**config.mk**
```make
export PLATFORM = sky130hd
export DESIGN_NAME = pipeline_hazard_ctrl
export DESIGN_NICKNAME = d
export VERILOG_FILES = /design/src/rtl/pipeline_hazard_ctrl.sv
export SDC_FILE = /design/constraint.sdc
export NUM_CORES = 1
export LEC_CHECK = 0
export BUFFER_PORTS_ARGS = -buffer_cell sky130_fd_sc_hd__buf_2
export CELL_PAD_IN_SITES_DETAIL_PLACEMENT = 0
export CELL_PAD_IN_SITES_GLOBAL_PLACEMENT = 1
export CORE_UTILIZATION = 40
export DETAILED_ROUTE_END_ITERATION = 10
export GPL_TIMING_DRIVEN = 0
export PLACE_DENSITY_LB_ADDON = 0.25
export REMOVE_ABC_BUFFERS = 1
export SLEW_MARGIN = 10
export SYNTH_ARGS = -nofsm -noshare
export SYNTH_HDL_FRONTEND = slang
export SYNTH_SLANG_ARGS = --single-unit
```
**constraint.sdc**
```tcl
create_clock -name clk -period 5.9 [get_ports clk]
set_clock_uncertainty 0.15 [all_clocks]
set_input_delay 1.18 -clock clk [delete_from_list [all_inputs] [get_ports clk]]
set_output_delay 1.18 -clock clk [all_outputs]
set_load 0.03 [all_outputs]
```
**src/rtl/pipeline_hazard_ctrl.sv**
```systemverilog
`default_nettype none
// ============================================================================
// Module      : pipeline_hazard_ctrl
// Description : Stall/flush scheduler for the 5-stage RV32I pipeline (load-use,
//               EX redirects, multi-cycle data memory) with debug counters.
// Revision    : 1.0 - initial release
// ============================================================================
module pipeline_hazard_ctrl #(
  parameter int CNT_W       = 32,
  parameter int MEM_TIMEOUT = 16
) (
  input  logic             clk,
  input  logic             rst,
  input  logic [4:0]       id_rs1,
  input  logic [4:0]       id_rs2,
  input  logic             id_use_rs1,
  input  logic             id_use_rs2,
  input  logic [4:0]       ex_rd,
  input  logic             ex_mem_read,
  input  logic             ex_pcsrc,
  input  logic             mem_req,
  input  logic             mem_ready,
  output logic             pc_en,
  output logic             if_id_en,
  output logic             if_id_flush,
  output logic             id_ex_en,
  output logic             id_ex_flush,
  output logic             ex_mem_en,
  output logic             mem_wb_flush,
  output logic             mem_err,
  output logic [CNT_W-1:0] stall_cycles,
  output logic [CNT_W-1:0] flush_count
);

  localparam int                c_WAIT_W    = $clog2(MEM_TIMEOUT + 1);
  localparam logic [c_WAIT_W-1:0] c_WAIT_LAST = c_WAIT_W'(MEM_TIMEOUT - 1);
  localparam logic [c_WAIT_W-1:0] c_WAIT_ONE  = c_WAIT_W'(1);

  typedef enum logic [1:0] {
    ST_RUN      = 2'd0,
    ST_MEM_WAIT = 2'd1,
    ST_ERR      = 2'd2
  } state_t;

  state_t              r_state;
  logic [c_WAIT_W-1:0] r_wait_cnt;
  logic                r_mem_err;
  logic [CNT_W-1:0]    r_stall_cycles;
  logic [CNT_W-1:0]    r_flush_count;

  logic w_load_use;
  logic w_mem_stall;

  assign w_load_use  = ex_mem_read && (ex_rd != 5'd0) &&
                       ((id_use_rs1 && (id_rs1 == ex_rd)) ||
                        (id_use_rs2 && (id_rs2 == ex_rd)));
  assign w_mem_stall = mem_req && !mem_ready;

  always_comb begin
    pc_en        = 1'b1;
    if_id_en     = 1'b1;
    if_id_flush  = 1'b0;
    id_ex_en     = 1'b1;
    id_ex_flush  = 1'b0;
    ex_mem_en    = 1'b1;
    mem_wb_flush = 1'b0;
    if (rst || (r_state == ST_ERR)) begin
      pc_en     = 1'b0;
      if_id_en  = 1'b0;
      id_ex_en  = 1'b0;
      ex_mem_en = 1'b0;
    end else if (w_mem_stall) begin
      // EX is held here, so a pending redirect is acted on in the release cycle
      pc_en        = 1'b0;
      if_id_en     = 1'b0;
      id_ex_en     = 1'b0;
      ex_mem_en    = 1'b0;
      mem_wb_flush = 1'b1;
    end else if (ex_pcsrc) begin
      if_id_flush = 1'b1;
      id_ex_flush = 1'b1;
    end else if (w_load_use) begin
      pc_en       = 1'b0;
      if_id_en    = 1'b0;
      id_ex_flush = 1'b1;
    end
  end

  always_ff @(posedge clk) begin
    if (rst) begin
      r_state    <= ST_RUN;
      r_wait_cnt <= '0;
      r_mem_err  <= 1'b0;
    end else begin
      case (r_state)
        ST_RUN: begin
          if (w_mem_stall) begin
            r_state    <= ST_MEM_WAIT;
            r_wait_cnt <= c_WAIT_ONE;
          end
        end
        ST_MEM_WAIT: begin
          if (mem_ready || !mem_req) begin
            r_state    <= ST_RUN;
            r_wait_cnt <= '0;
          end else if (r_wait_cnt == c_WAIT_LAST) begin
            r_state   <= ST_ERR;
            r_mem_err <= 1'b1;
          end else begin
            r_wait_cnt <= r_wait_cnt + 1'b1;
          end
        end
        ST_ERR: begin
          r_mem_err <= 1'b1;
        end
        default: begin
          r_state    <= ST_RUN;
          r_wait_cnt <= '0;
        end
      endcase
    end
  end

  always_ff @(posedge clk) begin
    if (rst) begin
      r_stall_cycles <= '0;
      r_flush_count  <= '0;
    end else begin
      if (!pc_en && !(&r_stall_cycles)) begin
        r_stall_cycles <= r_stall_cycles + 1'b1;
      end
      if (if_id_flush && !(&r_flush_count)) begin
        r_flush_count <= r_flush_count + 1'b1;
      end
    end
  end

  assign mem_err      = r_mem_err;
  assign stall_cycles = r_stall_cycles;
  assign flush_count  = r_flush_count;

endmodule
`default_nettype wire

```
* Word level (Yosys, flattened, before mapping)
Cells that the tools add are included. Widths: inputs -> output; s select.
Word-level totals: register bits 72, input port bits 23, output and inout bits 72
Cells by class: $add $sub $neg 3, eq/ne operators 10, muxes and demuxes 26, bitwise operators 1, reduce and logical (&&, ||, !) cells 23
Operators by type and width (number):
- $add 32x1->32 const B | 2
- $reduce_and 32->1 | 2
- $mux 1 | 17
- $mux 5 | 3
- $pmux 5 s3 | 1
- $eq 5x5->1 | 2
- $reduce_and 3->1 | 3
- $logic_and 1x1->1 | 7
- $mux 2 | 3
- $ne 2x2->1 const B | 3
- $ne 3x3->1 const B | 2
- $pmux 2 s3 | 1
- $add 5x1->5 const B | 1
- $eq 5x4->1 const B | 1
- $logic_not 1->1 | 5
- $reduce_bool 5->1 | 1
- $logic_or 1x1->1 | 3
- $eq 2x1->1 const B | 1
- $eq 2x2->1 const B | 1
- $logic_not 2->1 | 1
- $pmux 1 s2 | 1
- $reduce_bool 2->1 | 1
- $not 1->1 | 1

* Logic depth before layout (Yosys ltp)
word-level depth 10, gate-level depth with buffers 11, depth with buffers taken out 9

* Worst setup path after synthesis
Ideal clock, no wire load.
path type input -> output, start input ex_rd[1], end output pc_en, data arrival time 2.666 ns, slack 1.904 ns, stages 5, buffers on the path 1, cell sequence or4_1 o211ai_1 nand2_1 o21ai_0 buf_4
Between the ends: word-level cells in the longest chain between the ends 8
RTL lines:
- from (decl) | line 18 | input logic [4:0] ex_rd,
- $eq 5x5->1 (on tied branches) | line 55, 56
- $logic_and 1x1->1 (on tied branches) | line 55, 56
- $logic_or 1x1->1 | line 55 | ((id_use_rs1 && (id_rs1 == ex_rd)) ||
- $logic_and 1x1->1 (*) | line 54 | assign w_load_use = ex_mem_read && (ex_rd != 5'd0) &&
- $mux 1 (*) (4 in series)
- to (decl) | line 23 | output logic pc_en,
Every way passes the cells marked *; elsewhere a longest branch is shown, timed or not.

* Final worst setup path
start input rst, end output pc_en
Between the ends: word-level cells in the longest chain between the ends 2
RTL lines:
- from (decl) | line 13 | input logic rst,
- $logic_or 1x1->1 | line 67 | if (rst || (r_state == ST_ERR)) begin
- $mux 1 | line 67
Every way passes these cells.

==> summary.txt <==
Clocking
  – Clk root buf: clkbuf_8
  – Htree depth: 3
  – Postcts setup bufs: 0
  – CTS resizes: 0
  – # clock sinks: 72
  – Worst skew pair latency: 340 ps
  – Reg clk slew, reported paths: 70 ps
  – TritonCTS Buffers: 9
  – Hold-fix buffers, CTS: 0
  – TritonCTS clock tree: built
  – Clock buffer depth: 2

Power
  – Psw: 252 uW
  – Pwr dens: 216 nW/um2
  – Switching Fraction: 25.7%
  – VDD IR max: 0.000131 V
  – Comb power frac: 9.6%
  – Design Power: 978 uW
  – Sequential power share: 50.8%
  – P_int: 726 uW
  – Clk network pwr share: 39.6%
  – Leak Pwr: 1.75 nW

GRT
  – GRT Overall Usage: 19.3%
  – Vias in the first global route: 3298
  – First-pass GRT wire length: 15400 um
  – Gr ovfl total: 0
  – Initial antenna violation count: 0
  – Largest net degree at the start of global routing: 77

Timing
  – Relative slew slack: 41.4%
  – Slew at the pin closest to its max-slew limit: 870 ps
  – Hold Vio Cnt, Final: 0
  – RSZ-0062 raised after global routing: no
  – # setup viols final: 0
  – Fin crit share: 69.2%
  – Setup tns final: 0 ps
  – Final worst path period need: 4080 ps
  – Final Max Tran Viols: 0
  – Fmax: 245 MHz

Synth
  – Area contributors post-synth: dfxtp_1, nor2_1, a21oi_1
  – Most instantiated library cell after synthesis: dfxtp_1
  – Asr flop ratio synth: 0%
  – FF+latch count, synth: 72
  – Avg Cell Area, Syn: 8.13 um2
  – Number of synthesized flops with an enable pin: 0
  – Syn Inst Count: 467
  – Yosys top cell area share: 38.0%
  – Commonest cells post-synth: dfxtp_1, nor2_1, nand2_1
  – Unique cell type count in the Yosys netlist: 48
  – Main synth FF type: dfxtp_1
  – Post-synthesis sequential area ratio: 38.0%
  – Post-Syn Area: 3800 um2
  – Cell taking the most area after synthesis: dfxtp_1
  – Yosys Warn Count: 0

Worst hold path
  – Hold crit path type: reg2reg

Drt
  – DRC errors left: 0
  – DRT iter0 DRCs: 81
  – Metal3 WL: 465 um
  – Vias per cell: 5.50
  – M1 WL: 4300 um
  – WL/cell: 13.9 um
  – First-pass detailed-route iteration total: 4
  – Top routing layer in use: met4
  – Antenna Nets Post-Route: 0
  – Final WL: 9250 um
  – Via count: 3656
  – WL met2: 4420 um

Critical path
  – Worst path bufs/invs: 3
  – Crit-path cells: buf_4 -> nor2_1 -> nand2_1 -> inv_1 -> nand2_1 -> o21ai_0 -> buf_2
  – CP Max Fanout: 76
  – Worst setup path class: in2out
  – Kind of cell adding the most delay to the critical path: buffers and inverters
  – Critical path startpoint category: input port
  – WP data required: 4570 ps
  – CP Capture Type: output port
  – CP max-delay cell: buf_4
  – Critical path arrival: 2750 ps
  – Worst path most repeated cell: nand2_1
  – CP max stage delay: 590 ps

Placement
  – Placed cells: 650
  – Final RePlAce weighted congestion: 0.798
  – Hpwl dp: 6450 um
  – IO Port Bufs: 94

Cells and area
  – Post-layout util: 49.2%
  – Fraction of layout instances using a drive strength above 1: 22.2%
  – P&R area growth vs syn: 19.2%
  – Final std cells w/o fill: 665
  – Filler instances: 915
  – Multi-input gate area: 2210 um2
  – Final net count: 580
  – N_diodes: 0
  – Register area: 1440 um2

Floorplan
  – Die area: 9890 um2
  – Die H: 99.4 um
  – Total I/O pin count: 95
  – Die Wd: 99.4 um
  – Row cnt: 35
  – Starting Density: 41.3%
  – CORE AREA: 9200 um2

Run status
  – Status: completed

Job
  – Max Cap Viol: 0
==> metal layers <==
metal	global-route usage, %	up-vias
met4	4.75	0
met2	32.9	78
met5	0	-
met3	5.83	8
met1	23.8	1697
li1	-	1873
==> power by group through the flow <==
stage                     Clock (mW)  Sequential, mW  Combinational [mW]
after floorplan                    0           0.515              0.0468
after global placement             0           0.509              0.0882
after detailed placement           0           0.509              0.0947
after CTS                      0.403           0.497              0.0950
after global routing           0.422           0.498               0.103
final                          0.387           0.497              0.0938
==> cells in the final DEF, fill, tap and decap left out, types with 2 or more instances in the layout <==
master / Yosys / layout
a211oi_1: 2 / 2
a21oi_1: 35 / 35
and2_1: 2 / 2
and3_1: 9 / 9
and4_1: 9 / 9
buf_2: 2 / 93
clkbuf_8: 1 / 10
clkinv_2: 0 / 3
dfxtp_1: 72 / 72
ha_1: 7 / 7
inv_1: 12 / 12
mux2i_1: 3 / 3
nand2_1: 45 / 45
nand2b_1: 3 / 3
nand3_1: 24 / 24
nand4_1: 22 / 22
nor2_1: 49 / 49
nor2b_1: 3 / 3
nor3_1: 7 / 7
nor4_1: 10 / 10
o211ai_1: 3 / 3
o21ai_0: 19 / 19
o31ai_1: 16 / 16
or3_1: 15 / 15
or4_1: 14 / 14
or4_2: 5 / 5
or4_4: 2 / 2
xnor2_1: 18 / 18
xor2_1: 20 / 20
==> metrics by stage <==
step                hold WS [ps]  setup slack [ps]  area [um2]
finish                       317              1820        4530
floorplan                    292              1770        3680
global route                 346              1590        4530
CTS                          327              1750        4520
global placement             296               740        4290
detailed placement           311              1760        4330
==> flip-flops by register name, indices dropped and copies added (netlist names) <==
signal and flops:
stall_cycles 32, mem_err 1, flush_count 32, r_state 2, r_wait_cnt 5
==> final timing paths <==
| path | to | cells past startpoint | slack (ps) | from |
|---|---|---|---|---|
| worst max-delay path | pc_en | 7 | 1820 | rst |
| worst min-delay path | mem_err$_SDFFE_PP0P_ | 2 | 320 | mem_err$_SDFFE_PP0P_ |
| worst max register to register | stall_cycles[15]$_SDFFE_PP0P_ | 10 | 3030 | r_state[0]$_SDFFE_PP0P_ |
| worst min register to register | mem_err$_SDFFE_PP0P_ | 2 | 320 | mem_err$_SDFFE_PP0P_ |
==> worst min-delay path: stages, from the launching register on <==
cell	delay [ps]
dfxtp_1	320
a21oi_1	40
nor2_1	70
==> kinds of logic (layout without fill, tap and decap cells) <==
kind of cell | after synthesis | count (layout) | synth area share, %
AO/OA/AOI/OAI | 88 | 88 | 14.0
XOR/XNOR | 38 | 38 | 8.76
adder cells (fa/ha/maj) | 7 | 7 | 2.31
buffers and inverters | 35 | 122 | 4.18
flip-flops | 72 | 72 | 38.0
multiplexers | 4 | 4 | 1.09
AND/OR/NAND/NOR | 223 | 223 | 31.7
==> final cells by class <==
cell class | count | share of cell area (%)
clock buffer | 11 | 3.12
clock inverter | 4 | 0.995
inverter | 12 | 0.995
multi-input combinational | 360 | 48.9
sequential | 72 | 31.8
tap | 111 | 3.07
timing repair buffer | 95 | 11.1
Note: power is estimated with default switching activity, not from simulation.
